### src/rtl/bf16_seq_mul_if.sv
// Operand/result bundle for the bf16 sequential multiplier.
// The master modport drives operands and accepts results; the slave modport is the multiplier.
interface bf16_seq_mul_if;
  logic        in_valid;
  logic        in_ready;
  logic [15:0] a;
  logic [15:0] b;
  logic [15:0] c_in;
  logic        out_valid;
  logic        out_ready;
  logic [15:0] mul;
  logic [15:0] c_out;
  logic        ovf;
  logic        unf;

  modport master (
    output in_valid, a, b, c_in, out_ready,
    input  in_ready, out_valid, mul, c_out, ovf, unf
  );

  modport slave (
    input  in_valid, a, b, c_in, out_ready,
    output in_ready, out_valid, mul, c_out, ovf, unf
  );
endinterface

### src/rtl/bf16_seq_mul.sv
// bf16 a*b (truncated) with addend c passed through; result valid 9 edges after acceptance.
// One operation in flight; DONE holds the result until out_ready, operands ignored while busy.
module bf16_seq_mul #(
  parameter int BIAS = 127,
  parameter int ITER = 8
) (
  input  logic         clk,
  input  logic         rst_n,
  bf16_seq_mul_if.slave bus
);
  localparam int CW = $clog2(ITER);

  typedef enum logic [1:0] {IDLE, MUL, NORM, DONE} state_t;
  typedef struct packed {
    logic [15:0] a;
    logic [15:0] b;
    logic [15:0] c;
  } opnd_t;

  state_t             state_q, state_d;
  opnd_t              opnd_q, opnd_d;
  logic signed [9:0]  exp_sum_q, exp_sum_d;
  logic [15:0]        acc_q, acc_d;
  logic [7:0]         mcand_q, mcand_d;
  logic [7:0]         mplier_q, mplier_d;
  logic [CW-1:0]      cnt_q, cnt_d;
  logic [15:0]        mul_q, mul_d;
  logic [15:0]        c_out_q, c_out_d;
  logic               ovf_q, ovf_d;
  logic               unf_q, unf_d;

  // Operand classification on the latched operands
  logic               sign;
  logic               a_nan, b_nan, a_inf, b_inf, a_zero, b_zero;
  logic signed [9:0]  exp_n;
  logic [6:0]         mant_n;

  assign sign   = opnd_q.a[15] ^ opnd_q.b[15];
  assign a_nan  = (opnd_q.a[14:7] == 8'hFF) && (opnd_q.a[6:0] != 7'h0);
  assign b_nan  = (opnd_q.b[14:7] == 8'hFF) && (opnd_q.b[6:0] != 7'h0);
  assign a_inf  = (opnd_q.a[14:7] == 8'hFF) && (opnd_q.a[6:0] == 7'h0);
  assign b_inf  = (opnd_q.b[14:7] == 8'hFF) && (opnd_q.b[6:0] == 7'h0);
  assign a_zero = (opnd_q.a[14:7] == 8'h00);
  assign b_zero = (opnd_q.b[14:7] == 8'h00);
  assign exp_n  = acc_q[15] ? exp_sum_q + 10'sd1 : exp_sum_q;
  assign mant_n = acc_q[15] ? acc_q[14:8] : acc_q[13:7];

  always_ff @(posedge clk or negedge rst_n) begin
    if (!rst_n) state_q <= IDLE;
    else        state_q <= state_d;
  end

  always_comb begin
    state_d = state_q;
    unique case (state_q)
      IDLE: if (bus.in_valid)                   state_d = MUL;
      MUL:  if (cnt_q == CW'(ITER - 1))         state_d = NORM;
      NORM:                                     state_d = DONE;
      DONE: if (bus.out_ready)                  state_d = IDLE;
      default:                                  state_d = IDLE;
    endcase
  end

  always_comb begin
    bus.in_ready  = (state_q == IDLE);
    bus.out_valid = (state_q == DONE);
  end

  always_comb begin
    opnd_d    = opnd_q;
    exp_sum_d = exp_sum_q;
    acc_d     = acc_q;
    mcand_d   = mcand_q;
    mplier_d  = mplier_q;
    cnt_d     = cnt_q;
    mul_d     = mul_q;
    c_out_d   = c_out_q;
    ovf_d     = ovf_q;
    unf_d     = unf_q;
    unique case (state_q)
      IDLE: if (bus.in_valid) begin
        opnd_d    = '{a: bus.a, b: bus.b, c: bus.c_in};
        exp_sum_d = signed'({2'b00, bus.a[14:7]}) + signed'({2'b00, bus.b[14:7]}) - 10'(BIAS);
        acc_d     = 16'h0;
        mcand_d   = {1'b1, bus.a[6:0]};
        mplier_d  = {1'b1, bus.b[6:0]};
        cnt_d     = '0;
      end
      MUL: begin
        if (mplier_q[0]) acc_d = acc_q + ({8'h00, mcand_q} << cnt_q);
        mplier_d = mplier_q >> 1;
        cnt_d    = cnt_q + CW'(1);
      end
      NORM: begin
        c_out_d = opnd_q.c;
        ovf_d   = 1'b0;
        unf_d   = 1'b0;
        // Specials take priority over range checks; inf*0 is the invalid case
        if (a_nan || b_nan || (a_inf && b_zero) || (b_inf && a_zero)) begin
          mul_d = 16'h7FC0;
        end else if (a_inf || b_inf) begin
          mul_d = {sign, 8'hFF, 7'h00};
        end else if (a_zero || b_zero) begin
          mul_d = {sign, 15'h0000};
        end else if (exp_n >= 10'sd255) begin
          mul_d = {sign, 8'hFF, 7'h00};
          ovf_d = 1'b1;
        end else if (exp_n <= 10'sd0) begin
          mul_d = {sign, 15'h0000};
          unf_d = 1'b1;
        end else begin
          mul_d = {sign, exp_n[7:0], mant_n};
        end
      end
      default: ;
    endcase
  end

  always_ff @(posedge clk or negedge rst_n) begin
    if (!rst_n) begin
      opnd_q    <= '0;
      exp_sum_q <= '0;
      acc_q     <= '0;
      mcand_q   <= '0;
      mplier_q  <= '0;
      cnt_q     <= '0;
      mul_q     <= '0;
      c_out_q   <= '0;
      ovf_q     <= 1'b0;
      unf_q     <= 1'b0;
    end else begin
      opnd_q    <= opnd_d;
      exp_sum_q <= exp_sum_d;
      acc_q     <= acc_d;
      mcand_q   <= mcand_d;
      mplier_q  <= mplier_d;
      cnt_q     <= cnt_d;
      mul_q     <= mul_d;
      c_out_q   <= c_out_d;
      ovf_q     <= ovf_d;
      unf_q     <= unf_d;
    end
  end

  assign bus.mul   = mul_q;
  assign bus.c_out = c_out_q;
  assign bus.ovf   = ovf_q;
  assign bus.unf   = unf_q;
endmodule

### src/flat_wrapper.sv
// flat-port wrapper written by rule: the top's interface ports become plain ports
module bf16_seq_mul_flat 
#(
  parameter int BIAS = 127,
  parameter int ITER = 8
)
  (clk, rst_n, bus_in_valid, bus_a, bus_b, bus_c_in, bus_out_ready, bus_in_ready, bus_out_valid, bus_mul, bus_c_out, bus_ovf, bus_unf);
  bf16_seq_mul_if bus_i ();
  input  logic clk;
  input  logic rst_n;
  input wire logic [$bits(bus_i.in_valid)-1:0] bus_in_valid;
  input wire logic [$bits(bus_i.a)-1:0] bus_a;
  input wire logic [$bits(bus_i.b)-1:0] bus_b;
  input wire logic [$bits(bus_i.c_in)-1:0] bus_c_in;
  input wire logic [$bits(bus_i.out_ready)-1:0] bus_out_ready;
  output wire logic [$bits(bus_i.in_ready)-1:0] bus_in_ready;
  output wire logic [$bits(bus_i.out_valid)-1:0] bus_out_valid;
  output wire logic [$bits(bus_i.mul)-1:0] bus_mul;
  output wire logic [$bits(bus_i.c_out)-1:0] bus_c_out;
  output wire logic [$bits(bus_i.ovf)-1:0] bus_ovf;
  output wire logic [$bits(bus_i.unf)-1:0] bus_unf;
  assign bus_i.in_valid = bus_in_valid;
  assign bus_i.a = bus_a;
  assign bus_i.b = bus_b;
  assign bus_i.c_in = bus_c_in;
  assign bus_i.out_ready = bus_out_ready;
  assign bus_in_ready = bus_i.in_ready;
  assign bus_out_valid = bus_i.out_valid;
  assign bus_mul = bus_i.mul;
  assign bus_c_out = bus_i.c_out;
  assign bus_ovf = bus_i.ovf;
  assign bus_unf = bus_i.unf;
  bf16_seq_mul #(.BIAS(BIAS), .ITER(ITER)) u_core (.clk(clk), .rst_n(rst_n), .bus(bus_i));
endmodule
### config.mk
export PLATFORM = sky130hd
export DESIGN_NAME = bf16_seq_mul_flat
export DESIGN_NICKNAME = d
export VERILOG_FILES = /design/src/rtl/bf16_seq_mul_if.sv /design/src/rtl/bf16_seq_mul.sv /design/src/flat_wrapper.sv
export SDC_FILE = /design/constraint.sdc
export NUM_CORES = 1
export LEC_CHECK = 0
export CORE_MARGIN = 2
export CORE_UTILIZATION = 56
export CTS_CLUSTER_SIZE = 20
export DETAILED_ROUTE_END_ITERATION = 8
export PLACE_DENSITY_LB_ADDON = 0.3
export SLEW_MARGIN = 0
export SYNTH_ARGS = -nofsm -noshare
export SYNTH_HDL_FRONTEND = slang
export SYNTH_SLANG_ARGS = --single-unit
### constraint.sdc
create_clock -name clk -period 4.2 [get_ports clk]
set_clock_uncertainty 0.05 [all_clocks]
set_input_delay 0.84 -clock clk [delete_from_list [all_inputs] [get_ports clk]]
set_output_delay 0.84 -clock clk [all_outputs]
set_load 0.02 [all_outputs]
# [Word level (Yosys, flattened, before mapping)]
# Index checks and enable logic that the tools add are counted.
[classes] n_addsub=5 n_lt_le_gt_ge=2 n_eq_ne=10 shift=1 muxes=27 bitwise=1 n_reduce_logical=23
[op_table] cell="$mux W15" count=4
[op_table] cell="$mux W16" count=3
[op_table] cell="$pmux W16 S2" count=1
[op_table] cell="$add A16 B16 Y16" count=1
[op_table] cell="$eq A8 B8 Y1 const B" count=2
[op_table] cell="$logic_not A8 Y1" count=2
[op_table] cell="$pmux W8 S2" count=1
[op_table] cell="$shl A8 B3 Y16" count=1
[op_table] cell="$logic_not A7 Y1" count=2
[op_table] cell="$reduce_bool A7 Y1" count=2
[op_table] cell="$add A10 B2 Y10 const B" count=1
[op_table] cell="$ge A10 B9 Y1 const B" count=1
[op_table] cell="$le A10 B1 Y1 const B" count=1
[op_table] cell="$mux W10" count=1
[op_table] cell="$sub A10 B8 Y10 const B" count=1
[op_table] cell="$add A8 B8 Y9" count=1
[op_table] cell="$mux W1" count=9
[op_table] cell="$mux W8" count=1
[op_table] cell="$pmux W2 S4" count=1
[op_table] cell="$mux W7" count=1
[op_table] cell="$logic_and A1 B1 Y1" count=6
[op_table] cell="$mux W2" count=3
[op_table] cell="$pmux W3 S2" count=1
[op_table] cell="$reduce_and A3 Y1" count=2
[op_table] cell="other kinds (12)" count=20
[word_totals] reg_bits=129

# [Depth between registers and ports, before layout]
# Gate-level depths: netlist (run 1).
[logic_depth] word_depth=8 mapped_depth=14 mapped_depth_nobuf=13

# [Worst setup path after synthesis (run 1)]
# OpenSTA, ideal clock, no wires.
[synth_timing] path_kind="flip-flop to flip-flop" startpoint="register u_core.cnt_q[1]" endpoint="register u_core.acc_q[11]" setup_time_ps=122 t_arrival_ps=3043 required_time_ps=4028 slack_ps=986 path_stages_with_launch=14 path_buffers=2 cell_sequence="dfrtp_1 > clkbuf_1 > clkbuf_1 > mux2i_1 > o22ai_1 > nand2_1 > o21ai_0 > ha_1 > a41oi_1 > o21ai_1 > a221oi_2 > a21oi_1 > or3_1 > a32o_1"
[synth_via] elab_chain_len=4
[synth_rtl] item="start, declared" line_no="bf16_seq_mul.sv:26" source="logic [CW-1:0] cnt_q, cnt_d;"
[synth_rtl] item="start signal, assigned" line_no="bf16_seq_mul.sv:137" source="cnt_q <= cnt_d;"
[synth_rtl] item="$shl A8 B3 Y16" line_no="bf16_seq_mul.sv:90" source="if (mplier_q[0]) acc_d = acc_q + ({8'h00, mcand_q} << cnt_q);"
[synth_rtl] item="$add A16 B16 Y16" line_no="bf16_seq_mul.sv:90"
[synth_rtl] item="$mux W16" line_no="bf16_seq_mul.sv:90"
[synth_rtl] item="$pmux W16 S2" line_no="bf16_seq_mul.sv:80" source="unique case (state_q)"
[synth_rtl] item="end signal, assigned" line_no="bf16_seq_mul.sv:123" source="acc_q <= '0;"
[synth_rtl] item="end signal, assigned" line_no="bf16_seq_mul.sv:134" source="acc_q <= acc_d;"
[synth_rtl] item="end, declared" line_no="bf16_seq_mul.sv:23" source="logic [15:0] acc_q, acc_d;"
# Every way passes these cells. The select of a mux whose other input is x is not followed.
# A chain may end at the register's enable or synchronous reset.

# [Worst setup path after layout (run 1)]
# Same ends and word-level chain as after synthesis.

==> results of run 1 <==
==> worst paths after layout <==
path / startpoint / to / depth (start not counted)
max: u_core.cnt_q[1] / u_core.acc_q[11] / 10
min: u_core.bus.mul[0] / u_core.bus.mul[0] / 1
max reg2reg: u_core.cnt_q[1] / u_core.acc_q[11] / 10
min reg2reg: u_core.bus.mul[0] / u_core.bus.mul[0] / 1
max in group asynchronous: rst_n / u_core.bus.c_out[10] / 2
min in group asynchronous: rst_n / u_core.bus.mul[12] / 1
==> synth_stat cells (all sizes together), types with 2 or more instances <==
master / number
dfrtp: 122
mux2: 77
o21ai: 46
nand2: 41
ha: 31
a21oi: 27
nor2: 26
clkbuf: 25
xnor2: 25
mux2i: 21
o22ai: 20
inv: 15
a22o: 12
buf: 10
xor2: 10
nand2b: 9
nand4: 9
o2bb2ai: 9
nor3: 8
a21o: 7
a31oi: 6
nand3: 6
o211ai: 6
o21bai: 6
a211oi: 5
nand3b: 5
and3: 4
or3: 4
or4: 4
a32oi: 3
nor4: 3
o22a: 3
a41oi: 2
and2: 2
fa: 2
o21a: 2
o31ai: 2
or2: 2
==> flip-flops by register name (all words and copies together) (netlist names) <==
signal            flops
u_core.mcand_q        1
u_core.exp_sum_q     10
u_core.bus.unf        1
u_core.bus.mul       16
u_core.bus.c_out     16
u_core.state_q        2
u_core.cnt_q          3
u_core.mplier_q       8
u_core.opnd_q        48
u_core.acc_q         16
u_core.bus.ovf        1
==> through the flow <==
| step | util (%) | hold WS (ps) | instance area (µm²) | instances | total power [W] |
|---|---|---|---|---|---|
| finish | 70.5 | 431 | 8430 | 870 | 0.00699 |
| floorplan | - | 405 | 6840 | 630 | 0.00446 |
| detailed placement | 65.4 | 424 | 7820 | 839 | 0.00542 |
| global route | 70.5 | 462 | 8430 | 870 | 0.00746 |
| global placement | 65.4 | 420 | 7820 | 839 | 0.00525 |
| CTS | 70.5 | 438 | 8430 | 870 | 0.00700 |
==> metal layers <==
metal	up-vias	GRT usage (%)	share of wire (%)
met2	183	40.9	49
met5	-	0	0
met3	24	6.51	6.8
li1	2491	-	-
met1	2650	31.6	43
met4	0	8.86	1.6
==> power by group through the flow <==
stage / clock network [W] / logic (W) / registers (W)
final: 0.00152 / 0.00322 / 0.00225
after global routing: 0.00160 / 0.00353 / 0.00233
after CTS: 0.00154 / 0.00322 / 0.00224
after detailed placement: 0 / 0.00318 / 0.00224
after global placement: 0 / 0.00305 / 0.00220
after floorplan: 0 / 0.00223 / 0.00223
==> logic make-up (layout without fill, tap and decap cells) <==
kind of cell    after synthesis  after routing  synth area share, %
xor+xnor                     35             35                 4.59
fa+ha+maj                    33             33                 6.25
buf+inv                      50            143                 3.00
flops                       122            122                 44.6
compound gates              165            165                 15.9
mux                          98             98                 15.7
simple gates                127            127                 9.87
==> layout make-up <==
cell class | instances | area [µm²] | area share [%]
well taps | 147 | 184 | 2.18
multi-input cells | 458 | 3590 | 42.5
repair buffers | 97 | 943 | 11.2
inverters | 15 | 56.3 | 0.668
flip-flops and latches | 122 | 3050 | 36.2
clock inverters | 8 | 143 | 1.69
clock buffers | 23 | 468 | 5.55
==> worst max-delay path: stages, from the launching register on <==
cell and delay, ps:
dfrtp_1 730, mux2_2 410, o21ai_0 230, mux2i_1 120, ha_1 390, a41oi_1 250
o21ai_1 110, a221oi_2 410, a21oi_1 130, or3_1 310, a32o_1 250
==> flow_summary.toml, run 1 <==
[place]
post-place-ws_ps = 696
placed_wire_length_estimate_after_detailed_placement_um = 10800
io_buffers = 87
gp_routability_congestion = 0.896

[floorplan]
boundaryPins = 88
dieHeight_um = 115
fp.coreArea_um2 = 12000
dieArea_um2 = 13100
floorplan.rows = 40
initial_utilization_pct = 57.2
die_w_um = 115

[pwr]
leakagePower_nw = 3.53
power.switching_fraction_pct = 37.9
internal_power_w = 0.00434
power.share.combinational_pct = 46.1
power.share.sequential_pct = 32.2
power_per_cell_area_nw_per_um2 = 829
vdd_drop_max_uv = 455
net-switching-power_w = 0.00265
p_clk_share_pct = 21.7

[yosys]
post-synth-top-area-cell = "dfrtp_1"
ys_seq_elements = 122
synth_cells = 630
synth_area_um2 = 6840
synth_area_leaders = "dfrtp_1 45%, mux2_2 13%, ha_1 5.7%, xnor2_1 3.2%, mux2i_1 3.1%"
synth_nets = 715
netlist.area_leader.share_pct = 44.6
yosys_warnings = 0
synthesized_area_per_cell_um2 = 10.9
postSynth.asyncResetShare_pct = 100
synth_cell_types = 62
synth_top_flop_cell = "dfrtp_1"
synth-seq-area-share_pct = 44.6
edff_count_synth = 0

[drt]
drtAntennaViolNets = 0
drc_errors = 0
route.detailed.vias_per_inst = 6.15
dr.first_iter.drc_count = 375
postRouteWirelength_um = 15300
drt-wirelength-per-cell_um = 17.6
drt_first_pass_iters = 5
vias = 5348

[setup_path]
worst-r2r-setup-slack_ps = 680
cp-end-kind = "register"
worst-path-max-fanout = 16
timing.critical_path.from_type = "register"
critical_path_arrival_ps = 3770
worst_ep_required_time_ps = 4450
setup.worst_path.class = "reg2reg"

[clock_tree]
post_cts_hold_buffers = 0
clock-root-buffer = "clkbuf_16"
postCtsResizedCells = 0
cts_num_sinks = 122
cts_buffers = 17
worst_setup_hold_path_clk_slew_ps = 50
tritoncts = "built"
cts_max_level = 4
clock_insertion_delay_worst_skew_ps = 420
ctsLongestPathBuffers = 2
cts_setup_buffers = 0

[sta]
max_clock_freq_mhz = 284
setup-violations-final = 0
post-route-period-util_pct = 83.8
maxSlewHeadroom_pct = 40.9
grt_setup_unrepaired = "no"
maxSlewViolCount = 0
post-route-worst-setup-slack_ps = 680
worst-slew-pin-transition_ps = 887
final_setup_tns_ps = 0
final_hold_vio_count = 0
layout_min_cycle_time_ps = 3520

[finish]
n_diodes = 0
fill_cells = 830
final_cell_mix = "122 x dfrtp_1, 86 x clkdlybuf4s50_1, 77 x mux2_2"
mostFrequentLayoutCell = "dfrtp_1"
drive_gt1_share_pct = 17.8
finalNetCount = 796
area_delta_synth_final_pct = 23.3

[global_route]
grt.total_usage_pct = 24.8
antenna_found_initial = 0
first_pass_grt_wire_length_um = 25800
vias_in_the_first_global_route = 5357
pin_count_of_the_biggest_net_entering_global_routing = 73
global_route_total_overflow = 0

[run_status]
status = "completed"

[run]
timing.max_cap.violations = 0

[min_path]
holdCritPathClass = "reg2reg"
No activity file was read; power rests on OpenSTA's default activity.
==> inputs of run 2 (changes only) <==
- CORE_UTILIZATION: 56 -> 51
- clock period: 4.2 -> 3.1 ns (I/O delays scaled with it)
==> run 2 against run 1 <==
Combinational power increased by 38%. Register-to-register slack got worse by 560 ps. Highest routed layer unchanged. Power grew 34%. Via count down 1.7%. Largest power group unchanged. Non-clock buffer count is 14 higher. Cell area rose by 1.7%. Sequential power up 33%. Flip-flop and latch count is the same. First-iteration DRC count is 30% lower. Core utilization is 5.5 points lower. Largest cell class unchanged.
==> flow_summary.toml, run 2 (same netlist as run 1, synthesis figures left out) <==
[run_status]
status = "completed"

[clock_tree]
clock_insertion_delay_worst_skew_ps = 420
cts_buffers = 17
tritoncts = "built"
worst_setup_hold_path_clk_slew_ps = 60
ctsLongestPathBuffers = 2
clock-root-buffer = "clkbuf_16"
cts_max_level = 4
cts_num_sinks = 122

[floorplan]
dieHeight_um = 120
fp.coreArea_um2 = 13200
initial_utilization_pct = 51.9
boundaryPins = 88
floorplan.rows = 42
dieArea_um2 = 14400
die_w_um = 120

[setup_path]
critical_path.max_stage_delay_ps = 410
worst-path-max-fanout = 6
setup.worst_path.class = "reg2reg"
slowest_stage = "dfrtp_1"
critical_path_arrival_ps = 3240
cp-end-kind = "register"
worst_ep_required_time_ps = 3360
timing.critical_path.from_type = "register"
crit_chain = "buf_4, mux2i_1, mux2_2, o22ai_1, ha_2, a41oi_1, o21ai_1, a221oi_2, a21oi_1, or3_1, a32o_1"

[min_path]
holdCritPathClass = "in2async"

[sta]
grt_setup_unrepaired = "yes"
maxSlewViolCount = 0
worst-slew-pin-transition_ps = 941
post-route-period-util_pct = 96.2
maxSlewHeadroom_pct = 37.0
final_setup_tns_ps = 0
max_clock_freq_mhz = 335
post-route-worst-setup-slack_ps = 118
setup-violations-final = 0
final_hold_vio_count = 0
layout_min_cycle_time_ps = 2980

[drt]
routedLengthMet1_um = 6700
dr.first_iter.drc_count = 264
met3WireLength_um = 853
drt-wirelength-per-cell_um = 16.6
vias = 5257
drt_first_pass_iters = 4
drc_errors = 0
met2_wirelength_um = 7320
drtAntennaViolNets = 0
route.detailed.vias_per_inst = 5.75
top_signal_layer_used = "met4"
postRouteWirelength_um = 15200

[pwr]
power.switching_fraction_pct = 38.3
net-switching-power_w = 0.00359
power.share.sequential_pct = 32.0
p_clk_share_pct = 20.5
totalPowerFinal_w = 0.00938
internal_power_w = 0.00579
power_per_cell_area_nw_per_um2 = 1090
vdd_drop_max_uv = 678
leakagePower_nw = 3.58
power.share.combinational_pct = 47.5

[finish]
largest-register = "u_core.opnd_q"
mostFrequentLayoutCell = "dfrtp_1"
utilization_pct = 65.0
n_diodes = 0
area_delta_synth_final_pct = 25.4
final_area_um2 = 8580
drive_gt1_share_pct = 20.5
largest_register_ff_count = 48
final_cell_mix = "121 x dfrtp_1, 86 x clkdlybuf4s50_1, 77 x mux2_2"
finalNetCount = 810

[global_route]
global_route_total_overflow = 0
grt.total_usage_pct = 22.8
vias_in_the_first_global_route = 5290
first_pass_grt_wire_length_um = 25900
pin_count_of_the_biggest_net_entering_global_routing = 61
antenna_found_initial = 0

[place]
placed_area_um2 = 7980
gp_routability_congestion = 0.918
io_buffers = 87
post-place-ws_ps = -77.3
placed_wire_length_estimate_after_detailed_placement_um = 11100

[run]
timing.max_cap.violations = 0
[run 2: cell count changes in the layout (fill, tap and decap cells not counted), sizes merged]
cell / change
inv: +2
bufinv: -3
clkinv: -1
clkinvlp: +2
clkbuf: +1
buf: +14
[run 2: path summary, 6_finish.rpt]
check / startpoint / endpoint / slack, ps / cells after the start
worst max-delay path: u_core.cnt_q[1] / u_core.acc_q[11] / 120 / 11
worst min-delay path: rst_n / u_core.bus.mul[10] / 100 / 1
worst max register to register: u_core.cnt_q[1] / u_core.acc_q[11] / 120 / 11
worst min register to register: u_core.acc_q[2] / u_core.acc_q[2] / 450 / 2
max in group asynchronous: rst_n / u_core.cnt_q[0] / 2110 / 2
min in group clk: u_core.acc_q[2] / u_core.acc_q[2] / 450 / 2
[run 2: power groups by stage]
stage / clock, W / sequential, W / combinational, W
2_1_floorplan: 0 / 0.00303 / 0.00303
4_1_cts: 0.00195 / 0.00300 / 0.00446
6_report: 0.00193 / 0.00300 / 0.00445
5_1_grt: 0.00203 / 0.00311 / 0.00491
3_5_place_dp: 0 / 0.00301 / 0.00443
3_3_place_gp: 0 / 0.00294 / 0.00426
[run 2: per-stage QoR]
| stage | hold slack [ps] | instances |
|---|---|---|
| global placement | 422 | 882 |
| global route | 128 | 914 |
| detailed placement | 434 | 882 |
| floorplan | 274 | 630 |
| CTS | 104 | 914 |
| finish | 97.3 | 914 |
[run 2: what timing repair did]
action | 4_1_cts | 5_1_grt
buffers inserted | 0 | 0
hold buffers | 0 | 0
resized for setup | 0 | 7
setup endpoints to repair | 0 | 3
[run 2: area by class of cell]
cell class,instances,area (µm²)
clock inverters,8,83.8
repair buffers,111,1060
flip-flops and latches,122,3050
well taps,176,220
multi-input cells,458,3600
clock buffers,24,502
inverters,15,56.3
fillers,1025,4610
[run 2: metal layers]
layer	GRT usage, %	up-vias
met4	8.46	0
met2	36.5	136
li1	-	2531
met5	0	-
met3	7.03	25
met1	29.2	2565
[run 2: worst max-delay path, delay by kind of cell, from the launching register on]
kind	cells	cell delay, ps
simple gates	1	310
compound gates	6	1160
mux	2	430
buf+inv	1	180
flops	1	410
fa+ha+maj	1	340
